## src/rtl/fifo_fill_ctrl.sv

```systemverilog
// -----------------------------------------------------------------------------
// fifo_fill_ctrl
// Upstream fill stage for the matrix-vector MAC array. On a start pulse it
// reads NUM_ROWS packed words from memory (rows 0..NUM_ROWS-2 = matrix A,
// last row = vector B), unpacks each word LSB byte first and writes one byte
// per cycle into the FIFO matching the row. Memory waitrequest and the
// selected FIFO's wrfull both stall the sequence without losing data.
//
// Ports
//   clk, rst_n          clock, asynchronous active-low reset
//   start               one-cycle fill request (ignored while busy)
//   mem_address/_read   registered word read request, held while waitrequest
//   mem_waitrequest     request not accepted this cycle
//   mem_readdata/valid  read response, only consumed while waiting for it
//   fifo_data           byte shared by every FIFO data input
//   fifo_wrreq          one-hot write strobe, bit r drives FIFO r
//   fifo_wrfull         full flag from each FIFO
//   busy / done         fill in progress / all rows loaded (held until restart)
// -----------------------------------------------------------------------------
module fifo_fill_ctrl #(
  parameter int DATA_WIDTH = 8,
  parameter int NUM_ROWS   = 9,
  parameter int WORD_BYTES = 8,
  parameter int ADDR_WIDTH = 32,
  parameter logic [ADDR_WIDTH-1:0] BASE_ADDR = '0
) (
  input  logic                             clk,
  input  logic                             rst_n,
  input  logic                             start,
  output logic [ADDR_WIDTH-1:0]            mem_address,
  output logic                             mem_read,
  input  logic                             mem_waitrequest,
  input  logic [DATA_WIDTH*WORD_BYTES-1:0] mem_readdata,
  input  logic                             mem_readdatavalid,
  output logic [DATA_WIDTH-1:0]            fifo_data,
  output logic [NUM_ROWS-1:0]              fifo_wrreq,
  input  logic [NUM_ROWS-1:0]              fifo_wrfull,
  output logic                             busy,
  output logic                             done
);

  localparam int WORD_W = DATA_WIDTH * WORD_BYTES;
  localparam int ROW_W  = (NUM_ROWS > 1) ? $clog2(NUM_ROWS) : 1;
  localparam int BIDX_W = (WORD_BYTES > 1) ? $clog2(WORD_BYTES) : 1;
  localparam logic [ROW_W-1:0]  LAST_ROW  = ROW_W'(NUM_ROWS - 1);
  localparam logic [BIDX_W-1:0] LAST_BYTE = BIDX_W'(WORD_BYTES - 1);

  typedef enum logic [2:0] {
    S_IDLE   = 3'd0,
    S_REQ    = 3'd1,
    S_WAIT   = 3'd2,
    S_UNPACK = 3'd3,
    S_DONE   = 3'd4
  } state_t;

  state_t                  state_q, state_d;
  logic [ROW_W-1:0]        row_q, row_d;
  logic [BIDX_W-1:0]       byte_idx_q, byte_idx_d;
  logic [WORD_W-1:0]       data_q, data_d;
  logic                    mem_read_q, mem_read_d;
  logic [ADDR_WIDTH-1:0]   addr_q, addr_d;
  logic                    busy_q, busy_d;
  logic                    done_q, done_d;
  logic                    wr_s;

  // State and datapath registers with asynchronous reset to the idle values.
  always_ff @(posedge clk or negedge rst_n) begin
    if (!rst_n) begin
      state_q    <= S_IDLE;
      row_q      <= '0;
      byte_idx_q <= '0;
      data_q     <= '0;
      mem_read_q <= 1'b0;
      addr_q     <= BASE_ADDR;
      busy_q     <= 1'b0;
      done_q     <= 1'b0;
    end else begin
      state_q    <= state_d;
      row_q      <= row_d;
      byte_idx_q <= byte_idx_d;
      data_q     <= data_d;
      mem_read_q <= mem_read_d;
      addr_q     <= addr_d;
      busy_q     <= busy_d;
      done_q     <= done_d;
    end
  end

  // Next-state logic plus the combinational FIFO write strobe and data byte.
  always_comb begin
    state_d    = state_q;
    row_d      = row_q;
    byte_idx_d = byte_idx_q;
    data_d     = data_q;
    mem_read_d = mem_read_q;
    addr_d     = addr_q;
    busy_d     = busy_q;
    done_d     = done_q;
    fifo_wrreq = '0;
    fifo_data  = '0;
    wr_s       = 1'b0;

    case (state_q)
      S_IDLE, S_DONE: begin
        if (start) begin
          // The first read request is registered together with the state
          // change so it is on the bus in the very first REQ cycle.
          state_d    = S_REQ;
          row_d      = '0;
          byte_idx_d = '0;
          mem_read_d = 1'b1;
          addr_d     = BASE_ADDR;
          busy_d     = 1'b1;
          done_d     = 1'b0;
        end else begin
          state_d = state_q;
        end
      end

      S_REQ: begin
        if (mem_read_q && !mem_waitrequest) begin
          state_d    = S_WAIT;
          mem_read_d = 1'b0;
        end else begin
          state_d = S_REQ;
        end
      end

      S_WAIT: begin
        if (mem_readdatavalid) begin
          data_d     = mem_readdata;
          byte_idx_d = '0;
          state_d    = S_UNPACK;
        end else begin
          state_d = S_WAIT;
        end
      end

      S_UNPACK: begin
        fifo_data        = data_q[int'(byte_idx_q) * DATA_WIDTH +: DATA_WIDTH];
        // A full target FIFO simply holds the byte index: no write, no loss.
        wr_s             = !fifo_wrfull[row_q];
        fifo_wrreq[row_q] = wr_s;
        if (wr_s) begin
          if (byte_idx_q == LAST_BYTE) begin
            byte_idx_d = '0;
            if (row_q == LAST_ROW) begin
              state_d = S_DONE;
              busy_d  = 1'b0;
              done_d  = 1'b1;
            end else begin
              state_d    = S_REQ;
              row_d      = row_q + ROW_W'(1);
              mem_read_d = 1'b1;
              addr_d     = BASE_ADDR + ADDR_WIDTH'(row_q) + ADDR_WIDTH'(1);
            end
          end else begin
            byte_idx_d = byte_idx_q + BIDX_W'(1);
          end
        end else begin
          byte_idx_d = byte_idx_q;
        end
      end

      default: begin
        state_d = S_IDLE;
      end
    endcase
  end

  assign mem_read    = mem_read_q;
  assign mem_address = addr_q;
  assign busy        = busy_q;
  assign done        = done_q;

endmodule

```

## config.mk

```make
export PLATFORM = sky130hd
export DESIGN_NAME = fifo_fill_ctrl
export DESIGN_NICKNAME = d
export VERILOG_FILES = /design/src/rtl/fifo_fill_ctrl.sv
export SDC_FILE = /design/constraint.sdc
export NUM_CORES = 1
export LEC_CHECK = 0
export ABC_AREA = 0
export CAP_MARGIN = 20
export CELL_PAD_IN_SITES_DETAIL_PLACEMENT = 1
export CELL_PAD_IN_SITES_GLOBAL_PLACEMENT = 2
export CORE_UTILIZATION = 30
export DETAILED_ROUTE_END_ITERATION = 8
export GPL_TIMING_DRIVEN = 0
export PLACE_DENSITY_LB_ADDON = 0.1
export SLEW_MARGIN = 20
export SYNTH_ARGS = -nofsm -noshare
export SYNTH_HDL_FRONTEND = slang
export SYNTH_SLANG_ARGS = --single-unit
```

## constraint.sdc

```tcl
create_clock -name clk -period 3.2 [get_ports clk]
set_clock_uncertainty 0.1 [all_clocks]
set_input_delay 0.64 -clock clk [delete_from_list [all_inputs] [get_ports clk]]
set_output_delay 0.64 -clock clk [all_outputs]
set_load 0.01 [all_outputs]
```

==> results.sh, run 1 <==
export IMPL_drt_initial_drc_count=84
export IMPL_r2r_start="state_q[0]"
export IMPL_routedWlPerCell_um=16.7
export IMPL_ir_worst_vdd_mv=0.291
export IMPL_grt_setup_unrepaired="false"
export IMPL_final_core_utilization_pct=43.9
export IMPL_synth_avg_cell_area_um2=13.1
export IMPL_io_buffers=102
export IMPL_synth_top_flop_cell="dfrtp_1"
export IMPL_ant_nets=0
export IMPL_min_period_ns=3.13
export IMPL_worst_setup_path_end_kind="output port"
export IMPL_synth_simple_area_share_pct=7.32
export IMPL_cts_buffers=9
export IMPL_max_cap_violations=0
export IMPL_fmax_ghz=0.319
export IMPL_critPathMaxFanout=7
export IMPL_die_y_um=119
export IMPL_hp_class="primary input to asynchronous set/reset pin"
export IMPL_max_slew_margin_pct=55.1
export IMPL_grt_max_degree=46
export IMPL_power_density_nw_per_um2=809
export IMPL_yosysUniqueCellTypes=44
export IMPL_ys_seq_area_share_pct=47.4
export IMPL_multiInputGateArea_um2=1950
export IMPL_outcome="complete, no violations"
export IMPL_clock_sinks=78
export IMPL_drive_above_1_share_pct=35.3
export IMPL_std_cell_rows=42
export IMPL_gr_usage_all_layers_pct=15.8
export IMPL_worst_pin_slew_ns=0.673
export IMPL_nFillCells=1418
export IMPL_syn_to_final_growth_pct=41.7
export IMPL_place_congestion=0.750
export IMPL_hold_viol=0
export IMPL_synthAdderAreaFrac_pct=1.82
export IMPL_hold_ws_ns=0.180
export IMPL_synthArstFlopShare_pct=100
export IMPL_fin_crit_sh_pct=97.9
export IMPL_h_tree_depth=3
export IMPL_synth_xor_area_share_pct=0
export IMPL_drt_wl_total_um=10700
export IMPL_setup_viol=0
export IMPL_overflow=0
export IMPL_netlist_top_cells_count="dfrtp_1 (78), mux2_2 (65), buf_4 (27)"
export IMPL_ff_latch_area_um2=1950
export IMPL_syn_inst=315
export IMPL_startpoint="row_q[0]"
export IMPL_viasPerCell=4.59
export IMPL_path_clk_slew_ns=0.06
export IMPL_fin_cells=638
export IMPL_antenna_cells=0
export IMPL_yosys_area_top_type_share_pct=47.4
export IMPL_tritoncts="built"
export IMPL_drc=0
export IMPL_placed_area_um2=5480
export IMPL_crit_path_start_kind="flip-flop"
export IMPL_boundaryPins=130
export IMPL_dieArea_um2=14200
export IMPL_clockBufferDepth=2
export IMPL_criticalPathCategory="flip-flop to output port"
export IMPL_dpl_hpwl_um=7850
export IMPL_power_leakage_uw=0.00257
export IMPL_fin_area_um2=5840
export IMPL_synth_compound_area_share_pct=5.74
export IMPL_synth_top_family_by_area="multiplexers"
export IMPL_slew_violations=0
export IMPL_firstDrtPassIters=4
export IMPL_grt_pass1_wl_um=16700
export IMPL_synth_edff_count=0
export IMPL_cp_required_ns=2.46
export IMPL_num_vias=2930
export IMPL_syn_area_um2=4120
export IMPL_antenna_found_initial=0
export IMPL_synth_most_common_cell="dfrtp_1"
export IMPL_grt_pass1_vias=3141
export IMPL_root_buffer="clkbuf_16"
export IMPL_placed_cells=620
export IMPL_yosys_area_top_type="dfrtp_1"
export IMPL_muxShareOfSynthArea_pct=29.5
export IMPL_report_power_total_uw=4720
export IMPL_core_um2=13300
export IMPL_die_w_um=119
export IMPL_yosys_warnings=0
export IMPL_worstPathArrival_ns=2.39
export IMPL_synth_seq_cells=78
export IMPL_synth_area_leaders="dfrtp_1 (47%), mux2_2 (18%), mux4_2 (9.3%)"
export IMPL_clock_latency_ns=0.34
export IMPL_start_util_pct=31.0
export IMPL_nets=542
[sequential cells by signal, summed over array words and instances, names as in the netlist]
register / cells
row_q: 3
mem_address: 2
mem_read: 1
done: 1
byte_idx_q: 3
state_q: 3
data_q: 64
busy: 1
[per-stage QoR]
| step | TNS, ns | setup slack [ns] |
|---|---|---|
| global placement | -130.90 | -1.62 |
| finish | 0 | 0.0685 |
| floorplan | 0 | 0.379 |
| CTS | 0 | 0.0243 |
| global route | 0 | 0.00417 |
| detailed placement | -5.41 | -0.585 |
[layer usage]
metal	wire length [um]	track usage [%]	vias up
met3	609	3.74	13
met2	5400	26.8	84
li1	-	-	1368
met1	4500	19.1	1465
met5	0	0	-
met4	167	6.65	0
[repair_timing]
action | 4_1_cts | 5_1_grt
buffers inserted | 3 | 1
hold buffers | 0 | 0
setup endpoints to repair | 17 | 8
pin swaps | 6 | 0
resized for setup | 53 | 6
[layout make-up]
class | count | share of cell area [%]
Multi-Input combinational cell | 208 | 33.4
Tap cell | 176 | 3.77
Clock inverter | 4 | 0.815
Buffer | 45 | 5.51
Clock buffer | 11 | 4.16
Inverter | 9 | 0.579
Timing Repair Buffer | 107 | 18.3
Sequential cell | 78 | 33.5
[layout by cell type (no fill, tap or decap), types with 3 or more instances in the layout]
cell type         n
buf_4            32
nor2b_1           3
dlygate4sd2_1     5
clkbuf_1          6
and3_1            4
nand3_1           7
o21ai_1           4
inv_1             9
a21oi_1           3
ha_1              6
buf_6             5
clkbuf_16         9
mux2i_1          10
conb_1           27
dfrtp_1          77
and3_4            4
mux4_2           17
mux2_2           65
nor2_1           15
nand2_1          10
buf_8             3
clkdlybuf4s50_1  83
nand2b_1          4
buf_2            12
dlymetal6s2s_1    5
[worst max-delay path, cell delays in order, from the launching register on]
cell and delay (ns):
dfrtp_1 0.36, buf_6 0.14, mux4_2 0.49, a311o_1 0.32
a31o_4 0.28, nor2_4 0.16, and3_4 0.21, buf_6 0.09
[power by group]
group	internal [uW]	total [uW]	switching, uW
registers	1440	1680	239
logic	1190	2030	845
clock network	618	1010	394
[cell families (layout without fill, tap and decap cells)]
group,Yosys count,after routing
multiplexers,92,92
other,1,27
adder cells (fa/ha/maj),6,6
AND/OR/NAND/NOR,55,55
flip-flops,78,78
AO/OA/AOI/OAI,28,28
buffers and inverters,55,176
[path summary, 6_finish.rpt]
check                                 to  slack, ns  cells after the start
max in group asynchronous     data_q[62]       2.20                      2
setup / recovery           fifo_wrreq[7]       0.07                      7
setup reg to reg              data_q[32]       0.79                      6
min in group clk              data_q[55]       0.40                      1
hold reg to reg               data_q[55]       0.40                      1
hold / removal                state_q[0]       0.18                      1
No activity file was read; power rests on OpenSTA's default activity.
==> inputs of run 2 (changes only) <==
--- a/config.mk
+++ b/config.mk
@@ -9,8 +9,9 @@
 export CAP_MARGIN = 20
 export CELL_PAD_IN_SITES_DETAIL_PLACEMENT = 1
 export CELL_PAD_IN_SITES_GLOBAL_PLACEMENT = 2
-export CORE_UTILIZATION = 30
+export CORE_UTILIZATION = 41
 export DETAILED_ROUTE_END_ITERATION = 8
+export DONT_BUFFER_PORTS = 1
 export GPL_TIMING_DRIVEN = 0
 export PLACE_DENSITY_LB_ADDON = 0.1
 export SLEW_MARGIN = 20
==> results.sh, run 2 (synthesis gave the netlist of run 1 again) <==
export IMPL_dieArea_um2=10400
export IMPL_drc=0
export IMPL_critPathBufInv=2
export IMPL_std_cell_rows=36
export IMPL_nFillCells=1072
export IMPL_fmax_ghz=0.324
export IMPL_slew_violations=0
export IMPL_cts_buffers=9
export IMPL_criticalPathCategory="flip-flop to output port"
export IMPL_num_vias=2541
export IMPL_setup_viol=0
export IMPL_antenna_cells=0
export IMPL_overflow=0
export IMPL_cp_required_ns=2.46
export IMPL_nets=440
export IMPL_path_clk_slew_ns=0.08
export IMPL_hold_viol=0
export IMPL_r2r_slack_ns=0.86
export IMPL_clockBufferDepth=2
export IMPL_clock_latency_ns=0.36
export IMPL_timing_rr_end="data_q[29]"
export IMPL_cp_cell_sequence="buf_6 -> mux4_2 -> a311o_1 -> a31o_4 -> buf_4 -> nor2_1"
export IMPL_crit_path_top_delay_cell="mux4_2"
export IMPL_place_ws_ns=0.260
export IMPL_ir_worst_vdd_mv=0.390
export IMPL_wl_met1_um=3810
export IMPL_cp_slowest_stage_delay_ns=0.47
export IMPL_outcome="complete, no violations"
export IMPL_power_density_nw_per_um2=900
export IMPL_routed_top_layer="met5"
export IMPL_die_w_um=102
export IMPL_worst_setup_path_end_kind="output port"
export IMPL_core_um2=9770
export IMPL_antenna_found_initial=1
export IMPL_power_leakage_uw=0.00204
export IMPL_place_congestion=0.730
export IMPL_hold_ws_ns=0.0442
export IMPL_wl_met2_um=4830
export IMPL_drt_wl_total_um=9420
export IMPL_dpl_hpwl_um=6900
export IMPL_cp_top_family="compound AO/OA/AOI/OAI gates"
export IMPL_regMostFlops="data_q"
export IMPL_grt_setup_unrepaired="false"
export IMPL_firstDrtPassIters=3
export IMPL_ant_nets=0
export IMPL_start_util_pct=42.1
export IMPL_report_power_total_uw=4200
export IMPL_gr_usage_all_layers_pct=19.6
export IMPL_grt_max_degree=79
export IMPL_critPathMaxFanout=4
export IMPL_crit_path_start_kind="flip-flop"
export IMPL_fin_crit_sh_pct=96.5
export IMPL_tritoncts="built"
export IMPL_root_buffer="clkbuf_8"
export IMPL_clock_sinks=78
export IMPL_hp_class="primary input to asynchronous set/reset pin"
export IMPL_crit_end="fifo_wrreq[8]"
export IMPL_tns_ns=0
export IMPL_max_slew_margin_pct=53.1
export IMPL_r2r_start="state_q[0]"
export IMPL_syn_to_final_growth_pct=13.4
export IMPL_drt_initial_drc_count=104
export IMPL_boundaryPins=130
export IMPL_startpoint="row_q[0]"
export IMPL_max_cap_violations=0
export IMPL_final_cell_mix="dfrtp_1 (77), mux2_2 (65), buf_4 (30), conb_1 (27), mux4_2 (17)"
export IMPL_grt_pass1_wl_um=14700
export IMPL_drive_above_1_share_pct=41.6
export IMPL_largest_reg_flops=64
export IMPL_viasPerCell=5.14
export IMPL_die_y_um=102
export IMPL_routedWlPerCell_um=19.1
export IMPL_worst_pin_slew_ns=0.704
export IMPL_wl_met3_um=613
export IMPL_final_common_cell="dfrtp_1"
export IMPL_grt_pass1_vias=2673
export IMPL_h_tree_depth=3
export IMPL_min_period_ns=3.09
export IMPL_fin_ws_ns=0.114
export IMPL_io_buffers=0
export IMPL_ff2ff_path_depth=6
export IMPL_cp_depth=6
export IMPL_worstPathArrival_ns=2.35
## run 2: cell count changes in the layout (fill, tap and decap cells not counted), moves of 4 or more
| cell | before | now |
|---|---|---|
| clkdlybuf4s50_1 | 83 | 0 |
| dlymetal6s2s_1 | 5 | 0 |
| clkbuf_16 | 9 | 0 |
| and3_1 | 4 | 8 |
| and3_4 | 4 | 0 |
| dlygate4sd2_1 | 5 | 0 |
| clkbuf_8 | 1 | 10 |
## run 2: layout make-up
cell class,instances,area (um2),share of cell area [%]
well taps,133,166,3.56
clock inverters,5,82.6,1.77
multi-input cells,208,1940,41.5
clock buffers,11,141,3.03
repair buffers,4,50.0,1.07
plain buffers,46,304,6.51
flip-flops and latches,78,1950,41.8
inverters,9,33.8,0.723
## run 2: power by group
part           internal, uW  switching [uW]  total (uW)
clock network           462             371         833
logic                   917             785        1700
registers              1440             230        1670
total                  2820            1390        4200
## run 2: metal layers
metal / vias to the layer above / track usage [%]
met1: 1279 / 23.9
met5: - / 0
met4: 2 / 7.91
met2: 72 / 32.5
li1: 1173 / -
met3: 15 / 6.09
## run 2: worst min path at each step
stage                     startpoint          to  cells after the start
final                          rst_n   data_q[6]                      1
after global routing           rst_n  data_q[13]                      1
after CTS                      rst_n    mem_read                      1
after detailed placement       rst_n    mem_read                      0
after global placement         rst_n   data_q[5]                      0
after floorplan                rst_n        busy                      0
## run 2: repair_timing
item	CTS	global route
endpoints found under the hold margin	78	0
setup buffers	3	0
hold buffers	1	0
gates resized for setup	3	1
setup endpoints to repair	14	4
pin swaps	3	1
## run 2: per-stage QoR
| step | cells | area [um2] | utilization [%] |
|---|---|---|---|
| 2_1_floorplan | 341 | 4220 | - |
| 3_3_place_gp | 474 | 4380 | 44.8 |
| 4_1_cts | 494 | 4670 | 47.7 |
| 6_report | 494 | 4670 | 47.8 |
| 5_1_grt | 494 | 4670 | 47.8 |
| 3_5_place_dp | 474 | 4380 | 44.8 |
==> inputs of run 3 (changes only) <==
--- a/config.mk
+++ b/config.mk
@@ -6,10 +6,11 @@
 export NUM_CORES = 1
 export LEC_CHECK = 0
 export ABC_AREA = 0
+export ABC_CLOCK_PERIOD_IN_PS = 3650
 export CAP_MARGIN = 20
 export CELL_PAD_IN_SITES_DETAIL_PLACEMENT = 1
 export CELL_PAD_IN_SITES_GLOBAL_PLACEMENT = 2
-export CORE_UTILIZATION = 41
+export CORE_UTILIZATION = 44
 export DETAILED_ROUTE_END_ITERATION = 8
 export DONT_BUFFER_PORTS = 1
 export GPL_TIMING_DRIVEN = 0
==> constraint.sdc (replaced) <==
create_clock -name clk -period 3.65 [get_ports clk]
set_clock_uncertainty 0.1 [all_clocks]
set_input_delay 0.73 -clock clk [delete_from_list [all_inputs] [get_ports clk]]
set_output_delay 0.73 -clock clk [all_outputs]
set_load 0.01 [all_outputs]
==> results.sh, run 3 (synthesis gave the netlist of run 1 again) <==
export IMPL_root_buffer="clkbuf_8"
export IMPL_grt_busiest_layer="met2"
export IMPL_routedWlPerCell_um=19.6
export IMPL_placed_area_um2=4350
export IMPL_dieArea_um2=9750
export IMPL_regMostFlops="data_q"
export IMPL_die_y_um=98.7
export IMPL_min_period_ns=3.38
export IMPL_ff_latch_area_um2=1950
export IMPL_tritoncts="built"
export IMPL_ff2ff_path_depth=6
export IMPL_nFillCells=942
export IMPL_worst_pin_slew_ns=0.648
export IMPL_drt_initial_drc_count=79
export IMPL_power_density_nw_per_um2=783
export IMPL_antenna_cells=0
export IMPL_max_cap_violations=0
export IMPL_nets=437
export IMPL_clock_sinks=78
export IMPL_fin_ws_ns=0.266
export IMPL_criticalPathCategory="flip-flop to output port"
export IMPL_dpl_hpwl_um=6750
export IMPL_num_vias=2506
export IMPL_boundaryPins=130
export IMPL_fmax_ghz=0.295
export IMPL_use_met1_pct=24.3
export IMPL_grt_setup_unrepaired="false"
export IMPL_fin_area_um2=4580
export IMPL_core_um2=8890
export IMPL_r2r_slack_ns=1.27
export IMPL_grt_max_degree=79
export IMPL_clockBufferDepth=2
export IMPL_crit_path_start_kind="flip-flop"
export IMPL_h_tree_depth=3
export IMPL_outcome="complete, no violations"
export IMPL_place_congestion=0.792
export IMPL_max_slew_margin_pct=56.8
export IMPL_grt_pass1_vias=2766
export IMPL_worstPathArrival_ns=2.55
export IMPL_ir_worst_vdd_mv=0.368
export IMPL_gr_usage_all_layers_pct=20.3
export IMPL_fin_cells=466
export IMPL_drive_above_1_share_pct=40.5
export IMPL_final_common_cell="dfrtp_1"
export IMPL_largest_reg_flops=64
export IMPL_grt_met3_usage_pct=8.09
export IMPL_postCtsSetupRepairBufs=0
export IMPL_io_buffers=0
export IMPL_viasPerCell=5.38
export IMPL_multiInputGateArea_um2=1930
export IMPL_critPathMaxFanout=10
export IMPL_place_ws_ns=0.553
export IMPL_cp_required_ns=2.82
export IMPL_cts_buffers=9
export IMPL_hp_class="primary input to asynchronous set/reset pin"
export IMPL_use_met2_pct=34.6
export IMPL_power_leakage_uw=0.00200
export IMPL_worst_setup_path_end_kind="output port"
export IMPL_clock_latency_ns=0.34
export IMPL_overflow=0
export IMPL_drt_wl_total_um=9150
export IMPL_firstDrtPassIters=4
export IMPL_syn_to_final_growth_pct=11.1
export IMPL_ant_nets=0
export IMPL_die_w_um=98.7
export IMPL_grt_pass1_wl_um=14800
export IMPL_antenna_found_initial=0
export IMPL_start_util_pct=46.3
export IMPL_hold_viol=0
export IMPL_tns_ns=0
export IMPL_drc=0
export IMPL_std_cell_rows=34
export IMPL_slew_violations=0
export IMPL_final_cell_mix="dfrtp_1 (78), mux2_2 (65), buf_4 (27), conb_1 (27), mux4_2 (17)"
export IMPL_placed_cells=449
export IMPL_fin_crit_sh_pct=92.7
export IMPL_path_clk_slew_ns=0.08
export IMPL_setup_viol=0
run 3: layer usage:
metal / vias to the layer above / part of all wire (%)
li1: 1158 / -
met1: 1258 / 39
met2: 81 / 52
met3: 9 / 8.3
met4: 0 / 1.0
met5: - / 0
run 3: repair_timing:
item | CTS | global route
hold buffers | 1 | 0
endpoints found under the hold margin | 78 | 0
resized for setup | 0 | 0
run 3: worst max-delay path: stages (launching register included):
cell and delay, ns:
dfrtp_1 0.46, buf_6 0.17, mux4_2 0.49, a311o_1 0.37
a31o_4 0.30, buf_6 0.17, nor4_2 0.25
run 3: layout make-up:
cell class / instances / area share, %
well taps: 108 / 2.95
repair buffers: 1 / 0.602
clock buffers: 10 / 2.79
plain buffers: 46 / 6.56
inverters: 9 / 0.738
clock inverters: 6 / 1.53
multi-input cells: 208 / 42.2
flip-flops and latches: 78 / 42.7
run 3: worst paths after layout:
kind,startpoint,end
max,row_q[0],fifo_wrreq[5]
min,rst_n,byte_idx_q[0]
min reg2reg,data_q[58],data_q[58]
min in group clk,data_q[58],data_q[58]
max reg2reg,row_q[0],busy
max in group asynchronous,rst_n,data_q[10]
run 3: metrics by stage:
stage / utilization [%] / total power (uW) / hold slack (ns)
2_1_floorplan: - / 2620 / 0.334
3_3_place_gp: 48.9 / 2900 / 0.337
3_5_place_dp: 48.9 / 2950 / 0.337
4_1_cts: 51.5 / 3640 / 0.186
5_1_grt: 51.5 / 3850 / 0.192
6_report: 51.5 / 3580 / 0.164
run 3: where the power goes:
part,internal (uW),switching (uW),total (uW)
sequential,1260,212,1470
clock,321,334,655
combinational,788,669,1460
